[src/rtl/rf_write_arbiter_pkg.sv]
// Shared defaults and types for the register-file write-port arbiter.
// Widths follow the core's XLEN/XADDR; RF_STARVE_MAX is the codebase-wide aux starvation limit.
package rf_write_arbiter_pkg;

  localparam int RF_XLEN       = 32;
  localparam int RF_XADDR      = 5;
  localparam int RF_STARVE_MAX = 4;

  typedef enum logic [1:0] {
    GRANT_NONE = 2'd0,
    GRANT_PIPE = 2'd1,
    GRANT_AUX  = 2'd2
  } grant_e;

  function automatic int starveCntWidth(input int maxCount);
    return $clog2(maxCount + 1);
  endfunction

endpackage

[src/rtl/rf_write_arbiter.sv]
// Shares the single register-file write port between the pipeline write-back stage
// and the multi-cycle aux unit, with bounded aux starvation and a registered write port.
module rf_write_arbiter
  import rf_write_arbiter_pkg::*;
#(
  parameter int XLEN       = RF_XLEN,
  parameter int XADDR      = RF_XADDR,
  parameter int STARVE_MAX = RF_STARVE_MAX
) (
  input  logic             i_clk,
  input  logic             i_rst,
  input  logic             i_wb_write,
  input  logic [XADDR-1:0] i_wb_addr,
  input  logic [XLEN-1:0]  i_wb_data,
  input  logic             i_aux_valid,
  input  logic [XADDR-1:0] i_aux_addr,
  input  logic [XLEN-1:0]  i_aux_data,
  output logic             o_aux_ready,
  output logic             o_stall,
  output logic             or_rd_write,
  output logic [XADDR-1:0] or_rd_addr,
  output logic [XLEN-1:0]  or_rd_data
);

  localparam int            CW         = starveCntWidth(STARVE_MAX);
  localparam logic [CW-1:0] STARVE_LIM = CW'(STARVE_MAX);

  logic [CW-1:0] r_starve_cnt;
  logic          w_p_req;
  logic          w_a_req;
  logic          w_a_nop;
  logic          w_aux_win;
  grant_e        w_grant;

  // Same-register conflicts go to aux: its instruction is older, so its write must land first.
  always_comb begin
    w_p_req   = i_wb_write && (i_wb_addr != '0);
    w_a_req   = i_aux_valid && (i_aux_addr != '0);
    w_a_nop   = i_aux_valid && (i_aux_addr == '0);
    w_aux_win = w_a_req && (!w_p_req || (r_starve_cnt == STARVE_LIM) || (i_aux_addr == i_wb_addr));
    w_grant   = GRANT_NONE;
    if (w_aux_win) begin
      w_grant = GRANT_AUX;
    end else if (w_p_req) begin
      w_grant = GRANT_PIPE;
    end
  end

  assign o_aux_ready = !i_rst && (w_aux_win || w_a_nop);
  assign o_stall     = !i_rst && w_p_req && w_aux_win;

  always_ff @(posedge i_clk) begin
    if (i_rst) begin
      r_starve_cnt <= '0;
    end else if (w_a_req && !w_aux_win) begin
      if (r_starve_cnt != STARVE_LIM) begin
        r_starve_cnt <= r_starve_cnt + CW'(1);
      end
    end else begin
      r_starve_cnt <= '0;
    end
  end

  // Address and data hold their last value on idle cycles; only the enable drops.
  always_ff @(posedge i_clk) begin
    if (i_rst) begin
      or_rd_write <= 1'b0;
      or_rd_addr  <= '0;
      or_rd_data  <= '0;
    end else begin
      case (w_grant)
        GRANT_AUX: begin
          or_rd_write <= 1'b1;
          or_rd_addr  <= i_aux_addr;
          or_rd_data  <= i_aux_data;
        end
        GRANT_PIPE: begin
          or_rd_write <= 1'b1;
          or_rd_addr  <= i_wb_addr;
          or_rd_data  <= i_wb_data;
        end
        default: begin
          or_rd_write <= 1'b0;
        end
      endcase
    end
  end

endmodule

[config.mk]
export PLATFORM = sky130hd
export DESIGN_NAME = rf_write_arbiter
export DESIGN_NICKNAME = d
export VERILOG_FILES = /design/src/rtl/rf_write_arbiter_pkg.sv /design/src/rtl/rf_write_arbiter.sv
export SDC_FILE = /design/constraint.sdc
export NUM_CORES = 1
export LEC_CHECK = 0
export BUFFER_PORTS_ARGS = -buffer_cell sky130_fd_sc_hd__buf_2
export CAP_MARGIN = 40
export CORE_MARGIN = 2
export CORE_UTILIZATION = 30
export CTS_BUF_LIST = sky130_fd_sc_hd__clkbuf_4 sky130_fd_sc_hd__clkbuf_8
export CTS_CLUSTER_SIZE = 25
export DETAILED_ROUTE_END_ITERATION = 16
export GPL_ROUTABILITY_DRIVEN = 0
export GPL_TIMING_DRIVEN = 0
export PLACE_DENSITY = 0.59
export SETUP_SLACK_MARGIN = 0.5
export SLEW_MARGIN = 20
export SYNTH_ARGS = -nofsm -noshare
export SYNTH_HDL_FRONTEND = slang
export SYNTH_SLANG_ARGS = --single-unit
[constraint.sdc]
create_clock -name i_clk -period 3.3 [get_ports i_clk]
set_input_delay 0.99 -clock i_clk [delete_from_list [all_inputs] [get_ports i_clk]]
set_output_delay 0.99 -clock i_clk [all_outputs]
set_load 0.005 [all_outputs]
==> out/qor.csv, run 1 <==
stage,metric,value,unit
pwr,internal-power,0.000853,W
critical_path,r2r_cells,7,
route,postRouteAntennaNets,0,
yosys,synth_mux_area_share,0,%
pwr,pwr-share-seq,46.4,%
yosys,synth_edf_count,0,
critical_path,critical_path.endpoint_type,output pin,
critical_path,worstPathArrival,2.25,ns
min_path,hold_class,flop to flop,
flow_run,max-cap-violations,0,
sta,final-hold-violation-count,0,
die,rows,30,
sta,fin_crit_sh,98.1,%
route,drc,0,
yosys,yosys_warnings,0,
yosys,synth-adder-area-share,1.16,%
yosys,ys.flop_type,dfxtp_1,
route,post_drt_wl_per_cell,13.5,um
yosys,yosysTopAreaCell,dfxtp_1,
yosys,async_flop_share,0,%
yosys,synth_compound_area_share,26.6,%
place,dpl.hpwl,4.93,mm
critical_path,crit_start,i_wb_addr[0],
critical_path,rrSetupSlack,1.40,ns
global_route,grt_max_degree,13,
clocking,numCtsBuffers,5,
pwr,power_leakage,1.51,nW
outcome,outcome,"complete, no violations",
sta,rsz0062_at_grt,yes,
clocking,cts_hold_buf,0,
min_path,hold_path_depth,1,
die,start_util,31.5,%
pwr,clkPwrFrac,31.2,%
critical_path,startpoint_type,input pin,
sta,skew,0.0100,ns
cells_and_area,nets,481,
critical_path,path_max_fanout,3,
pwr,p_switching,0.000334,W
critical_path,rr_startpoint,r_starve_cnt[0],
route,first_pass_iters,4,
yosys,synth_simple_gate_area_share,21.9,%
yosys,synth_cells,266,
yosys,yosysMostFrequentCell,nand2_1,
pwr,combPwrFrac,22.5,%
yosys,ys_ff_latch,41,
global_route,antenna_found_initial,0,
yosys,syn_nets,346,
die,num_io_pins,118,
global_route,grt_pass1_wl,10.5,mm
die,die_w,88.9,um
critical_path,criticalPathCategory,input pin to output pin,
sta,clock.fmax,309,MHz
route,drt_iter0_drc,71,
cells_and_area,area_growth,44.6,%
place,dp_slack,-0.165,ns
global_route,grt_overflow,0,
yosys,synth_cell_types,36,
yosys,ys_seq_area_share,38.0,%
clocking,clock-sinks,41,
min_path,holdCritStartpoint,r_starve_cnt[0],
sta,finalSetupViolCount,0,
global_route,grt_pass1_vias,2283,
yosys,synthTopCellsByCount,"44 x nand2_1, 41 x dfxtp_1, 37 x o221ai_1",
critical_path,critPathRequiredTime,2.31,ns
yosys,postSynthAreaPerCell,8.13,sq um
yosys,synth_top_family_by_area,compound AO/OA/AOI/OAI gates,
die,core_area,6870,sq um
sta,slew_viol_final,0,
yosys,synth_area_leaders,"dfxtp_1 38%, o221ai_1 15%, nand2_1 7.6%, nand3_1 7.6%, inv_1 6.1%",
place,io_buffers,116,
cells_and_area,drive_gt1_share,40.3,%
yosys,synth_area,2160,sq um
clocking,cts_root_buf,clkbuf_8,
clocking,clk_pin_slew_worst_paths,0.09,ns
cells_and_area,diodes,0,
die,dieArea,7900,sq um
sta,max_slew_margin,49.0,%
sta,fin_crit,3.24,ns
clocking,cts_tree,yes,
yosys,synth_top_area_share,38.0,%
clocking,cts_buffer_depth,2,
die,die_y,88.9,um
sta,setup_slack,0.0622,ns
clocking,htreeDepth,2,
route,drt_wl_total,6.74,mm
route,avgViaCountPerCell,5.08,
pwr,power.density,380,nW/um^2
place,placedCellCount,478,
pwr,peakVddDrop,0.000173,V
yosys,synth-xor-area-share,2.03,%
sta,tightest_slew,0.758,ns
global_route,grtUsageTotal,16.8,%
pwr,p_sw_share,28.1,%
cells_and_area,fin_cells,498,
route,vias,2528,
clocking,clk_latency,0.30,ns
pwr,total_power,0.00119,W
layer usage:
metal  GRT usage [%]  vias to the layer above  share of wire, %
li1                -                     1237                 -
met2            27.9                      108                48
met4            4.68                        0               1.1
met1            22.0                     1174                43
met5               0                        -                 0
met3            3.88                        9               7.4
per-stage QoR:
stage          hold slack, ns  TNS [ns]  cell area [sq um]  utilization [%]
2_1_floorplan           0.431         0               2160                -
3_3_place_gp            0.450    -0.210               2870             41.7
3_5_place_dp            0.456    -0.203               2870             41.7
4_1_cts                 0.469         0               3040             44.2
5_1_grt                 0.492         0               3130             45.5
6_report                0.460         0               3130             45.5
worst paths after layout:
check	endpoint
setup / recovery	o_stall
hold / removal	r_starve_cnt[0]
setup reg to reg	or_rd_data[0]
hold reg to reg	r_starve_cnt[0]
cells in the final DEF (no fill, tap or decap), types with 2 or more instances in the layout:
| cell type | count |
|---|---|
| nor3_1 | 3 |
| clkbuf_8 | 7 |
| buf_2 | 124 |
| and2_1 | 2 |
| ha_1 | 2 |
| nand3_1 | 33 |
| a32oi_1 | 5 |
| buf_4 | 14 |
| a221o_1 | 5 |
| o221ai_1 | 37 |
| xnor2_2 | 3 |
| clkbuf_1 | 4 |
| a21oi_1 | 5 |
| xnor2_1 | 2 |
| nor2b_1 | 7 |
| buf_6 | 3 |
| o21ai_0 | 2 |
| and3_1 | 2 |
| inv_1 | 35 |
| dfxtp_1 | 41 |
| nand2_1 | 44 |
power groups by stage:
| stage | sequential, W | combinational (W) | clock, W |
|---|---|---|---|
| 6_report | 0.000550 | 0.000267 | 0.000370 |
| 5_1_grt | 0.000555 | 0.000297 | 0.000405 |
| 4_1_cts | 0.000551 | 0.000258 | 0.000387 |
| 3_5_place_dp | 0.000562 | 0.000248 | 0 |
| 3_3_place_gp | 0.000561 | 0.000246 | 0 |
| 2_1_floorplan | 0.000565 | 0.000121 | 0 |
flip-flops by register name, indices dropped and copies added (netlist names):
name and cells:
or_rd_addr 5, or_rd_data 32, or_rd_write 1, r_starve_cnt 3
worst max-delay path, stage by stage:
cell,delay (ns)
buf_8,0.10
or4_4,0.55
o21ai_4,0.18
buf_4,0.14
buf_6,0.10
nor4_4,0.04
buf_2,0.15
final cells by class:
cell class	count	area, sq um
clock buffers	7	96.3
multi-input cells	172	1160
flip-flops and latches	41	821
inverters	35	131
plain buffers	18	98.8
repair buffers	128	691
well taps	96	120
clock inverters	1	5.00
fillers	748	3740
cell families after synthesis:
family | after synthesis
AOI/OAI and AO/OA | 66
xor gates and xnor gates | 5
adders and majority gates | 2
buffers and inverters | 53
DFF | 41
and+or+nand+nor | 99
repair_timing:
item                                    CTS  global route
buffers inserted                          6             6
endpoints found under the setup margin    2             2
gates resized for setup                   8             6
hold endpoints to repair                  0             0
pin swaps                                 3             1
(Power assumes the default switching activity.)
==> inputs of run 2 (changes only) <==
--- a/config.mk
+++ b/config.mk
@@ -15,6 +15,7 @@
 export GPL_ROUTABILITY_DRIVEN = 0
 export GPL_TIMING_DRIVEN = 0
 export PLACE_DENSITY = 0.59
+export RECOVER_POWER = 100
 export SETUP_SLACK_MARGIN = 0.5
 export SLEW_MARGIN = 20
 export SYNTH_ARGS = -nofsm -noshare
==> out/qor.csv, run 2 (synthesis gave the netlist of run 1 again) <==
stage,metric,value,unit
outcome,outcome,"complete, no violations",
min_path,holdCritStartpoint,r_starve_cnt[0],
sta,clock.fmax,307,MHz
global_route,grt_pass1_wl,10.5,mm
sta,fin_crit_sh,98.6,%
critical_path,crit_family,simple AND/OR/NAND/NOR gates,
cells_and_area,mostFrequentLayoutCells,"100 x buf_2, 44 x nand2_1, 41 x dfxtp_1",
route,route.met2.wl,3.26,mm
cells_and_area,fillers,759,
sta,hold_ws,0.460,ns
critical_path,crit_buf_inv,4,
die,die_y,88.9,um
sta,final-hold-violation-count,0,
sta,fin_crit,3.25,ns
critical_path,crit_end,o_stall,
pwr,p_switching,0.000335,W
sta,slew_viol_final,0,
pwr,clkPwrFrac,31.4,%
min_path,hold_class,flop to flop,
place,dpl.hpwl,4.93,mm
critical_path,r2r-end,or_rd_data[0],
route,wl_met3,489,um
clocking,cts_hold_buf,0,
die,rows,30,
place,placedCellCount,478,
route,drc,0,
route,drt_wl_total,6.74,mm
clocking,cts_root_buf,clkbuf_8,
critical_path,critPathRequiredTime,2.31,ns
pwr,peakVddDrop,0.000173,V
cells_and_area,fin_cells,498,
place,dpl-instance-area,2870,sq um
die,dieArea,7900,sq um
cells_and_area,area_growth,42.2,%
critical_path,criticalPathCategory,input pin to output pin,
critical_path,cp_num_cells,7,
pwr,pwr-share-seq,46.7,%
pwr,combPwrFrac,21.9,%
route,first_pass_iters,4,
cells_and_area,largest_reg_flops,32,
clocking,clk_latency,0.30,ns
die,die_w,88.9,um
cells_and_area,layout_commonest_cell,buf_2,
cells_and_area,top_regs,"or_rd_data: 32 flops, or_rd_addr: 5 flops, r_starve_cnt: 3 flops",
sta,skew,0.00958,ns
pwr,p_sw_share,28.4,%
min_path,hold_path_depth,1,
global_route,antenna_found_initial,0,
critical_path,crit_start,i_wb_addr[0],
global_route,grtUsageTotal,16.8,%
clocking,numCtsBuffers,5,
critical_path,rr_startpoint,r_starve_cnt[0],
die,num_io_pins,118,
critical_path,crit_chain,clkbuf_1 -> or4_4 -> o21ai_4 -> buf_4 -> buf_6 -> nor4_4 -> buf_2,
place,io_buffers,116,
flow_run,max-cap-violations,0,
global_route,grt_pass1_vias,2283,
clocking,cts_buffer_depth,2,
cells_and_area,drive_gt1_share,33.6,%
clocking,htreeDepth,2,
critical_path,worstPathArrival,2.26,ns
route,wl_met1,2.92,mm
sta,finalSetupViolCount,0,
critical_path,slowest_stage,or4_4,
cells_and_area,largest-register,or_rd_data,
critical_path,critical_path.endpoint_type,output pin,
sta,rsz0062_at_grt,yes,
cells_and_area,final_area,3070,sq um
critical_path,path_max_fanout,3,
critical_path,cpPeakStageDelay,0.56,ns
route,vias,2509,
route,post_drt_wl_per_cell,13.5,um
global_route,grt_max_degree,13,
route,postRouteAntennaNets,0,
route,top_layer,met4,
route,drt_iter0_drc,60,
critical_path,startpoint_type,input pin,
route,avgViaCountPerCell,5.04,
global_route,grt_overflow,0,
pwr,total_power,0.00118,W
place,dp_slack,-0.165,ns
pwr,power_leakage,1.42,nW
pwr,internal-power,0.000845,W
cells_and_area,nets,481,
cells_and_area,diodes,0,
clocking,cts_tree,yes,
clocking,clock-sinks,41,
die,start_util,31.5,%
critical_path,rrSetupSlack,1.40,ns
clocking,clk_pin_slew_worst_paths,0.09,ns
sta,setup_slack,0.0467,ns
sta,tightest_slew,0.740,ns
pwr,power.density,384,nW/um^2
sta,max_slew_margin,50.3,%
die,core_area,6870,sq um
critical_path,r2r_cells,7,
==> run 2: changes by cell type in the layout (fill, tap and decap cells not counted) <==
cell,delta
buf_2,-24
buf_4,-1
buf_8,-1
clkbuf_1,+26
o211a_1,+1
o211a_4,-1
==> run 2: repair_timing <==
item                       in CTS  in global routing
setup buffers                   6                  6
setup endpoints to repair       2                  2
resized for setup               8                  6
pin swaps                       3                  1
==> run 2: stage by stage <==
stage	util, %	TNS [ns]
3_3_place_gp	41.7	-0.210
3_5_place_dp	41.7	-0.203
5_1_grt	44.8	0
4_1_cts	44.2	0
2_1_floorplan	-	0
6_report	44.8	0
==> run 2: layout make-up <==
type	count	area [sq um]	area share [%]
multi-input combinational	172	1160	37.6
sequential	41	821	26.7
timing repair buffer	128	648	21.1
inverter	35	131	4.27
tap	96	120	3.91
clock buffer	7	96.3	3.13
buffer	18	96.3	3.13
clock inverter	1	5.00	0.163
==> run 2: routing by layer <==
layer  GRT usage, %  up-vias
met2           27.9      103
met5              0        -
met4           4.68        0
met1           22.0     1160
li1               -     1237
met3           3.88        9
==> run 2: power groups by stage <==
| stage | Combinational, W | Sequential (W) | Clock (W) |
|---|---|---|---|
| 2_1_floorplan | 0.000121 | 0.000565 | 0 |
| 3_3_place_gp | 0.000246 | 0.000561 | 0 |
| 3_5_place_dp | 0.000248 | 0.000562 | 0 |
| 4_1_cts | 0.000258 | 0.000551 | 0.000387 |
| 5_1_grt | 0.000288 | 0.000555 | 0.000405 |
| 6_report | 0.000258 | 0.000551 | 0.000371 |
==> run 2: worst min path at each step <==
| stage | end | slack (ns) |
|---|---|---|
| finish | r_starve_cnt[0] | 0.46 |
| global route | r_starve_cnt[0] | 0.49 |
| CTS | r_starve_cnt[0] | 0.47 |
| detailed placement | r_starve_cnt[0] | 0.46 |
| global placement | r_starve_cnt[0] | 0.45 |
| floorplan | r_starve_cnt[0] | 0.43 |
==> inputs of run 3 (changes only) <==
--- a/config.mk
+++ b/config.mk
@@ -9,7 +9,7 @@
 export CAP_MARGIN = 40
 export CORE_MARGIN = 2
 export CORE_UTILIZATION = 30
-export CTS_BUF_LIST = sky130_fd_sc_hd__clkbuf_4 sky130_fd_sc_hd__clkbuf_8
+export CTS_BUF_LIST = sky130_fd_sc_hd__clkbuf_16
 export CTS_CLUSTER_SIZE = 25
 export DETAILED_ROUTE_END_ITERATION = 16
 export GPL_ROUTABILITY_DRIVEN = 0
==> out/qor.csv, run 3 (synthesis gave the netlist of run 1 again) <==
stage,metric,value,unit
outcome,outcome,"complete, no violations",
critical_path,crit_buf_inv,4,
critical_path,crit_family,simple AND/OR/NAND/NOR gates,
sta,slew_viol_final,0,
clocking,cts_root_buf,clkbuf_16,
critical_path,worstPathArrival,2.26,ns
cells_and_area,layout_commonest_cell,buf_2,
cells_and_area,multi_input_area,1160,sq um
cells_and_area,diodes,0,
clocking,cts_tree,yes,
sta,skew,0.00594,ns
pwr,total_power,0.00127,W
cells_and_area,mostFrequentLayoutCells,"100 x buf_2, 44 x nand2_1, 41 x dfxtp_1",
die,rows,30,
die,die_y,88.9,um
critical_path,crit_end,o_stall,
pwr,power_leakage,1.43,nW
critical_path,rrSetupSlack,1.39,ns
place,io_buffers,116,
global_route,grt_pass1_wl,10.5,mm
min_path,hold_class,flop to flop,
route,drt_iter0_drc,77,
sta,fin_crit_sh,98.5,%
cells_and_area,drive_gt1_share,33.1,%
global_route,grt_pass1_vias,2290,
route,first_pass_iters,4,
global_route,grt_overflow,0,
cells_and_area,largest-register,or_rd_data,
place,dp_slack,-0.165,ns
place,dpl.hpwl,4.93,mm
global_route,grtUsageTotal,16.6,%
critical_path,cp_num_cells,7,
critical_path,critPathRequiredTime,2.31,ns
route,avgViaCountPerCell,4.98,
pwr,power.density,409,nW/um^2
clocking,cts_buffer_depth,2,
cells_and_area,largest_reg_flops,32,
sta,rsz0062_at_grt,yes,
die,num_io_pins,118,
cells_and_area,area_growth,43.9,%
sta,finalSetupViolCount,0,
sta,final-hold-violation-count,0,
route,postRouteAntennaNets,0,
sta,setup_slack,0.0511,ns
sta,clock.fmax,308,MHz
die,core_area,6870,sq um
clocking,htreeDepth,2,
critical_path,slowest_stage,or4_4,
route,drt_wl_total,6.74,mm
sta,fin_crit,3.25,ns
global_route,antenna_found_initial,0,
critical_path,critical_path.endpoint_type,output pin,
die,die_w,88.9,um
die,dieArea,7900,sq um
die,start_util,31.5,%
pwr,peakVddDrop,0.000201,V
clocking,cts_hold_buf,0,
critical_path,crit_chain,clkbuf_1 -> or4_4 -> o21ai_4 -> buf_4 -> buf_6 -> nor4_4 -> buf_2,
critical_path,rr_startpoint,r_starve_cnt[0],
critical_path,criticalPathCategory,input pin to output pin,
global_route,grt_max_degree,13,
critical_path,startpoint_type,input pin,
critical_path,path_max_fanout,3,
critical_path,crit_start,i_wb_addr[0],
cells_and_area,top_regs,"or_rd_data: 32 flops, or_rd_addr: 5 flops, r_starve_cnt: 3 flops",
clocking,numCtsBuffers,5,
critical_path,cpPeakStageDelay,0.56,ns
cells_and_area,nets,481,
cells_and_area,regArea,821,sq um
sta,tightest_slew,0.738,ns
critical_path,r2r-end,or_rd_data[0],
cells_and_area,fillers,750,
route,drc,0,
clocking,clk_latency,0.28,ns
critical_path,r2r_cells,7,
clocking,clk_pin_slew_worst_paths,0.06,ns
clocking,clock-sinks,41,
route,post_drt_wl_per_cell,13.5,um
sta,max_slew_margin,50.4,%
flow_run,max-cap-violations,0,
route,vias,2478,
-- run 3: cell count changes in the layout (fill, tap and decap cells not counted) --
cell / delta
clkinv_1: +2
clkbuf_16: +5
clkbuf_8: -7
-- run 3: timing repair --
action                     in CTS  in global routing
setup endpoints to repair       2                  2
setup buffers                   6                  6
resized for setup               8                  6
pin swaps                       3                  1
-- run 3: layer usage --
metal | GRT usage (%) | wire, um | vias up
met1 | 21.8 | 3020 | 1147
li1 | - | - | 1235
met2 | 28.0 | 3250 | 92
met3 | 3.97 | 440 | 4
met5 | 0 | 0 | -
met4 | 3.31 | 32 | 0
-- run 3: power breakdown --
part	internal [W]	switching, W
logic	0.000123	0.000136
clock network	0.000273	0.000189
registers	0.000534	0.0000182
-- run 3: layout make-up --
cell class | count | area share (%)
Sequential cell | 41 | 26.4
Buffer | 18 | 3.10
Inverter | 35 | 4.22
Tap cell | 96 | 3.86
Clock inverter | 3 | 0.402
Timing Repair Buffer | 128 | 20.8
Multi-Input combinational cell | 172 | 37.2
Clock buffer | 5 | 4.02
-- run 3: worst min-delay path by stage --
stage | startpoint | to | slack (ns) | cells past startpoint
after detailed placement | r_starve_cnt[0] | r_starve_cnt[0] | 0.46 | 1
after floorplan | r_starve_cnt[0] | r_starve_cnt[0] | 0.43 | 1
after CTS | r_starve_cnt[0] | r_starve_cnt[0] | 0.46 | 1
after global routing | r_starve_cnt[0] | r_starve_cnt[0] | 0.49 | 1
after global placement | r_starve_cnt[0] | r_starve_cnt[0] | 0.45 | 1
final | r_starve_cnt[0] | r_starve_cnt[0] | 0.46 | 1
-- run 3: metrics by stage --
stage / hold WS, ns / utilization [%] / area (sq um) / setup TNS [ns] / std cells
after detailed placement: 0.456 / 41.7 / 2870 / -0.203 / 478
final: 0.456 / 45.3 / 3110 / 0 / 498
after CTS: 0.465 / 44.8 / 3080 / 0 / 492
after global placement: 0.450 / 41.7 / 2870 / -0.210 / 478
after global routing: 0.488 / 45.3 / 3110 / 0 / 498
after floorplan: 0.431 / - / 2160 / 0 / 266
-- run 3: worst reg2reg max path, cell delays in order (launching register included) --
cell and delay, ns:
dfxtp_1 0.32, inv_1 0.05, ha_1 0.21, and2_1 0.24
a31oi_1 0.07, o31ai_2 0.47, buf_4 0.27, o221ai_1 0.14
